<file path="src/rtl/spmv_vec_fetch.sv">
// Dense-vector gather stage for SpMV: one single-beat AXI read of x[col] per CSR
// nonzero, emitting {matrix value, x value, row-last} downstream.
module spmv_vec_fetch #(
  parameter int ADDR_WIDTH     = 48,
  parameter int ID_WIDTH       = 1,
  parameter int DATA_WIDTH     = 32,
  parameter int IDX_WIDTH      = 32,
  parameter int VAL_WIDTH      = 32,
  parameter int TIMEOUT_CYCLES = 1024
) (
  input  logic                  clk,
  input  logic                  rstn,
  input  logic [ADDR_WIDTH-1:0] vec_base,
  input  logic                  in_valid,
  output logic                  in_ready,
  input  logic [IDX_WIDTH-1:0]  in_col,
  input  logic [VAL_WIDTH-1:0]  in_val,
  input  logic                  in_last,
  output logic                  out_valid,
  input  logic                  out_ready,
  output logic [VAL_WIDTH-1:0]  out_mat,
  output logic [DATA_WIDTH-1:0] out_x,
  output logic                  out_last,
  output logic [ID_WIDTH-1:0]   m_axi_arid,
  output logic [ADDR_WIDTH-1:0] m_axi_araddr,
  output logic [7:0]            m_axi_arlen,
  output logic [2:0]            m_axi_arsize,
  output logic [1:0]            m_axi_arburst,
  output logic                  m_axi_arvalid,
  input  logic                  m_axi_arready,
  input  logic [DATA_WIDTH-1:0] m_axi_rdata,
  input  logic [1:0]            m_axi_rresp,
  input  logic                  m_axi_rvalid,
  output logic                  m_axi_rready,
  output logic [31:0]           fetch_cnt,
  output logic                  timeout_err,
  output logic                  resp_err
);

  localparam int TW = (TIMEOUT_CYCLES > 2) ? $clog2(TIMEOUT_CYCLES) : 1;

  typedef enum logic [1:0] {IDLE, AR, WAIT_R, OUT} state_t;

  state_t                state;
  logic [TW-1:0]         timer;
  logic [ADDR_WIDTH-1:0] col_off;

  // Byte offset of x[col]; any carry past ADDR_WIDTH is dropped so addresses wrap.
  assign col_off = ADDR_WIDTH'({in_col, 2'b00});

  assign in_ready      = (state == IDLE);
  assign m_axi_rready  = (state == WAIT_R);
  assign m_axi_arid    = '0;
  assign m_axi_arlen   = 8'd0;
  assign m_axi_arsize  = 3'd2;
  assign m_axi_arburst = 2'b01;

  // NOTE: all state uses non-blocking assignments so every branch reads the
  // pre-edge values; the reset is synchronous, so it lives inside the clocked branch.
  always_ff @(posedge clk) begin
    if (!rstn) begin
      state         <= IDLE;
      timer         <= '0;
      m_axi_arvalid <= 1'b0;
      m_axi_araddr  <= '0;
      out_valid     <= 1'b0;
      out_mat       <= '0;
      out_x         <= '0;
      out_last      <= 1'b0;
      fetch_cnt     <= '0;
      timeout_err   <= 1'b0;
      resp_err      <= 1'b0;
    end else begin
      case (state)
        IDLE: begin
          if (in_valid) begin
            out_mat       <= in_val;
            out_last      <= in_last;
            m_axi_araddr  <= vec_base + col_off;
            m_axi_arvalid <= 1'b1;
            state         <= AR;
          end
        end
        AR: begin
          if (m_axi_arready) begin
            m_axi_arvalid <= 1'b0;
            timer         <= '0;
            state         <= WAIT_R;
          end
        end
        WAIT_R: begin
          // A response arriving on the timeout cycle still completes the fetch.
          if (m_axi_rvalid) begin
            out_x     <= m_axi_rdata;
            out_valid <= 1'b1;
            if (m_axi_rresp != 2'b00) resp_err <= 1'b1;
            state     <= OUT;
          end else if (timer == TW'(TIMEOUT_CYCLES - 1)) begin
            timeout_err   <= 1'b1;
            m_axi_arvalid <= 1'b1;
            state         <= AR;
          end else begin
            timer <= timer + 1'b1;
          end
        end
        OUT: begin
          if (out_ready) begin
            out_valid <= 1'b0;
            fetch_cnt <= fetch_cnt + 32'd1;
            state     <= IDLE;
          end
        end
        default: state <= IDLE;
      endcase
    end
  end

endmodule
</file>
<file path="config.mk">
export PLATFORM = sky130hd
export DESIGN_NAME = spmv_vec_fetch
export DESIGN_NICKNAME = d
export VERILOG_FILES = /design/src/rtl/spmv_vec_fetch.sv
export SDC_FILE = /design/constraint.sdc
export NUM_CORES = 1
export LEC_CHECK = 0
export CAP_MARGIN = 5
export CORE_MARGIN = 2
export CORE_UTILIZATION = 35
export CTS_BUF_LIST = sky130_fd_sc_hd__clkbuf_16
export DETAILED_ROUTE_END_ITERATION = 16
export HOLD_SLACK_MARGIN = 0.15
export PLACE_DENSITY = 0.69
export SLEW_MARGIN = 20
export SYNTH_ARGS = -nofsm -noshare
export SYNTH_HDL_FRONTEND = slang
export SYNTH_SLANG_ARGS = --single-unit
</file>
<file path="constraint.sdc">
create_clock -name clk -period 2.5 [get_ports clk]
set_clock_uncertainty 0.15 [all_clocks]
set_input_delay 0.25 -clock clk [delete_from_list [all_inputs] [get_ports clk]]
set_output_delay 0.25 -clock clk [all_outputs]
set_load 0.01 [all_outputs]
</file>
# Word level (Yosys, flattened, before mapping)
# Index checks and enable logic that the tools add are counted.
# totals
regBits	161
in_bits	153
output_inout_bits	165
word_cells	59
# classes
add_sub_neg	3
n_eq_ne	12
muxes	18
n_bitwise	1
reduce_logical	14
# ops
operator	n
$add A48 B34 Y48	1
$add A32 B1 Y32 const B	1
$mux W10	3
$pmux W10 S2	1
$ne A2 B2 Y1 const B	6
$add A10 B1 Y10 const B	1
$eq A10 B10 Y1 const B	1
$mux W2	5
$reduce_and A3 Y1	3
$pmux W2 S4	1
$reduce_and A4 Y1	2
$mux W1	6
$reduce_and A2 Y1	3
$reduce_bool A2 Y1	3
$reduce_and A5 Y1	1
$eq A2 B2 Y1 const B	2
$ne A3 B2 Y1 const B	1
$pmux W1 S3	1
$reduce_bool A3 Y1	1
$eq A2 B1 Y1 const B	1
$logic_not A2 Y1	1
$ne A2 B1 Y1 const B	1
$pmux W1 S2	1
$not A1 Y1	1

# Logic depth before layout (Yosys ltp)
# logic_depth
ltp_word	4
depth_mapped	11
ltp_nobuf	11

# Worst setup path after synthesis
# OpenSTA, ideal clock, no wires.
# synth_path
path_kind	in2reg
startpoint	input port vec_base[2]
endpoint	register m_axi_araddr[40]
setup_time_ps	74
arrival_time_ps	2455
t_required_ps	2276
path_slack_ps	-179
cell_stages	11
path_buffers	0
cell_sequence	ha_1 inv_1 fa_1 nand2b_1 a21oi_1 o211ai_1 a311oi_2 o21ai_2 and2_4 or3_1 a31oi_1
# synth_between
elab_chain_len	1
# synth_lines
item	line_no	text
start, declared	13	input logic [ADDR_WIDTH-1:0] vec_base,
$add A48 B34 Y48	79	m_axi_araddr <= vec_base + col_off;
end signal, assigned	79	
end, declared	25	output logic [ADDR_WIDTH-1:0] m_axi_araddr,
# No other way between the ends.
# A chain may end at the register's enable or synchronous reset.

# Worst setup path after layout
# layout_path
startpoint	input port in_col[10]
endpoint	register m_axi_araddr[41]
# layout_between
elab_chain_len	1
# layout_lines
item	line_no	text
start, declared	16	input logic [IDX_WIDTH-1:0] in_col,
$add A48 B34 Y48	79	
# No other way between the ends.

==> results.yml <==
outcome:
  status: "complete, no violations"
critical_path:
  timing.rr.start: "timer[0]$_SDFFE_PN0P_"
  crit_path_max_incr_delay_ns: 0.38
  critical_path_required_ns: 2.70
  worst_setup_path_startpoint: "in_col[10]"
  critical_path_arrival_ns: 2.63
  crit_path_top_delay_cell: "nor4b_4"
  worst-path-max-fanout: 5
  path_cells: "dlygate4sd2_1 > ha_4 > nand4_1 > a211oi_4 > a211oi_4 > nor4b_4 > o21ai_4 > a21o_1 > or3_1 > a31oi_1"
  end_kind: "flip-flop"
  criticalPathCategory: "primary input to flip-flop"
  worst_setup_path_start_kind: "primary input"
  cp-endpoint: "m_axi_araddr[41]$_SDFFE_PN0P_"
  reg2regPathDepth: 9
  endpoint_of_the_most_critical_register_to_register_path: "timer[5]$_SDFFE_PN0P_"
  cpMostUsedCell: "a211oi_4"
  regToRegSetupSlack_ns: 0.21
pwr:
  total_switching_power_w: 0.00288
  netSwitchingFraction: 0.329
  ir_drop_mv: 0.391
  power_report.internal_total_w: 0.00587
  total_power_w: 0.00876
  total_leakage_power_nw: 5.25
  power.share.clock: 0.295
  power_density_cells_mw_per_mm2: 655
  power.sequential.fraction: 0.354
  comb_power_share: 0.351
global_route:
  grtUsageTotal: 0.204
  grt_first_pass_wirelength_mm: 40.5
  grt_pass1_vias: 8016
  grt_start_max_net_pins: 67
  antenna_violations_before_repair: 1
  gr-total-overflow: 0
clock_tree:
  clock_buffer_depth: 2
  cts.clk_slew.worst_paths_ns: 0.07
  ctsRootBufferMaster: "clkbuf_16"
  htreeDepth: 4
  cts.sink_count: 161
  tritoncts.num_buffers: 17
  cts_tree: "built"
  clock_latency_ns: 0.42
detailed_routing:
  dr.first_iter.drc_count: 351
  drt-vias-per-instance: 4.84
  routed-via-count: 8415
  detail_route.wirelength_mm: 26.6
  route.antenna.remaining_nets: 0
  post-route-drc-count: 0
  drt_pass1_iterations: 5
  routed_wire_length_per_instance_um: 15.3
synthesis:
  netlist_instances: 1030
  post_synth_num_cell_types: 56
  synth_area_mm2: 0.00834
  yosysWarnings: 0
  part_of_the_yosys_area_used_for_sequential_elements: 0.386
  avgSynthCellArea_um2: 8.10
  predominant_post_synthesis_flop_cell: "dfxtp_1"
  synth.ff_latch_count: 161
  synth-edff-count: 0
  ys_async_sr_fraction: 0
finish:
  drive_above_1_share: 0.144
  fillerInstances: 2124
  area.sequential_mm2: 0.00322
  synthToLayoutAreaGrowth_pct: 60.2
  multi_input_area_mm2: 0.00515
  fin_nets: 1595
timing:
  maxSlewViolCount: 0
  setup-tns-final_ns: 0
  achievable-frequency_mhz: 412
  setup-violations-final: 0
  fin_crit_sh: 0.970
  finalCriticalPeriod_ns: 2.42
  slew-limit-headroom: 0.500
  hold_violations: 0
  tightestPinTransition_ns: 0.746
job:
  max-cap-violations: 0
placement:
  gp_congestion: 0.883
  detailed_place_hpwl_mm: 19.8
  numPortBuffers: 303
die:
  die-area_mm2: 0.0251
  initial_core_util: 0.356
  dieWidth_um: 158
  floorplan.core_area_mm2: 0.0234
  boundaryPins: 318
  num_rows: 56
  floorplan.die.height_um: 158
min_path:
  timing.hold.worst.class: "primary input to flip-flop"
==> power by group through the flow <==
stage	sequential [W]	clock (W)	combinational, W
floorplan	0.00328	0	0.00128
global placement	0.00314	0	0.00296
detailed placement	0.00315	0	0.00298
CTS	0.00310	0.00266	0.00303
global route	0.00314	0.00277	0.00337
finish	0.00310	0.00259	0.00307
==> registers in the layout (all words and copies together) (netlist names) <==
name and count:
out_last 1, out_valid 1, state 2, m_axi_arvalid 1, fetch_cnt 32, timer 10, out_x 32, resp_err 1
timeout_err 1, m_axi_araddr 48, out_mat 32
==> kinds of logic (layout without fill, tap and decap cells) <==
logic type      after synthesis  in the layout  synth area share
compound gates              276            276             0.213
mux                           2              2           0.00240
other cells                   2             15          0.000901
xor+xnor                     67             67            0.0704
buf+inv                      84            461            0.0456
flops                       161            161             0.386
fa+ha+maj                    35             35            0.0534
simple gates                403            403             0.228
==> repair_timing <==
action / 4_1_cts / 5_1_grt
hold buffers: 1 / 0
pin swaps: 20 / 37
resized for setup: 28 / 67
setup endpoints to repair: 15 / 29
endpoints found under the hold margin: 22 / 0
buffers inserted: 4 / 6
==> metrics by stage <==
| step | utilization | setup slack (ns) | cell area [µm²] | std cells | hold slack (ns) |
|---|---|---|---|---|---|
| after floorplan | - | 0.0126 | 8410 | 1042 | 0.245 |
| after global placement | 0.526 | -0.703 | 12300 | 1696 | 0.295 |
| after detailed placement | 0.526 | -0.747 | 12300 | 1696 | 0.303 |
| after CTS | 0.556 | 0.00259 | 13000 | 1732 | 0.215 |
| after global routing | 0.571 | -0.00603 | 13400 | 1739 | 0.191 |
| final | 0.571 | 0.0756 | 13400 | 1739 | 0.176 |
==> worst min-delay path by stage <==
stage / cells after the start / from / slack, ns / to
after CTS: 3 / in_val[5] / 0.22 / out_mat[5]$_SDFFE_PN0P_
after global routing: 4 / in_col[0] / 0.19 / m_axi_araddr[2]$_SDFFE_PN0P_
final: 4 / in_col[0] / 0.18 / m_axi_araddr[2]$_SDFFE_PN0P_
after detailed placement: 1 / resp_err$_SDFFE_PN0P_ / 0.30 / resp_err$_SDFFE_PN0P_
after floorplan: 2 / vec_base[0] / 0.24 / m_axi_araddr[0]$_SDFFE_PN0P_
after global placement: 1 / resp_err$_SDFFE_PN0P_ / 0.29 / resp_err$_SDFFE_PN0P_
==> worst max-delay path: cells and delay by family <==
family / cells / cell delay (ns)
adders and majority gates: 1 / 0.30
AOI/OAI and AO/OA: 5 / 0.89
buffers and inverters: 1 / 0.27
and+or+nand+nor: 3 / 0.91
==> layout make-up <==
cell class | count | area share
multi-input combinational | 797 | 0.386
timing repair buffer | 415 | 0.296
sequential | 161 | 0.241
clock buffer | 17 | 0.0318
tap | 319 | 0.0299
clock inverter | 14 | 0.0115
inverter | 15 | 0.00421
antenna | 1 | 0.000187
==> layer usage <==
metal	routed length [µm]	vias to the layer above	part of all wire	track usage
met5	0	-	0	0
met4	572	0	0.021	0.0635
met1	11500	3856	0.43	0.245
met3	1670	40	0.063	0.0495
met2	12900	264	0.48	0.359
li1	-	4255	-	-
==> cell usage in the layout (no fill, tap or decap), drive strengths merged, types with 14 or more instances in the layout <==
cell and n:
conb 14, nor2 30, nand4 17, clkdlybuf4s50 263, xnor2 46, dlymetal6s2s 28, nand2 212, buf 112
and2 53, ha 34, nand3 34, clkbuf 19, inv 20, a21boi 78, a21oi 57, xor2 21
or3 14, dfxtp 161, o21ai 81
==> cells in the mapped netlist (all sizes together) (15+ instances only) <==
cell | count | area share
a21boi | 78 | 0.070
a21oi | 57 | 0.034
and2 | 53 | 0.040
buf | 22 | 0.018
clkbuf | 47 | 0.021
dfxtp | 161 | 0.39
ha | 34 | 0.051
inv | 15 | 0.0068
nand2 | 212 | 0.095
nand3 | 34 | 0.020
nand4 | 17 | 0.013
nor2 | 30 | 0.014
o21ai | 81 | 0.050
xnor2 | 46 | 0.048
xor2 | 21 | 0.022
No activity file was read; power rests on OpenSTA's default activity.
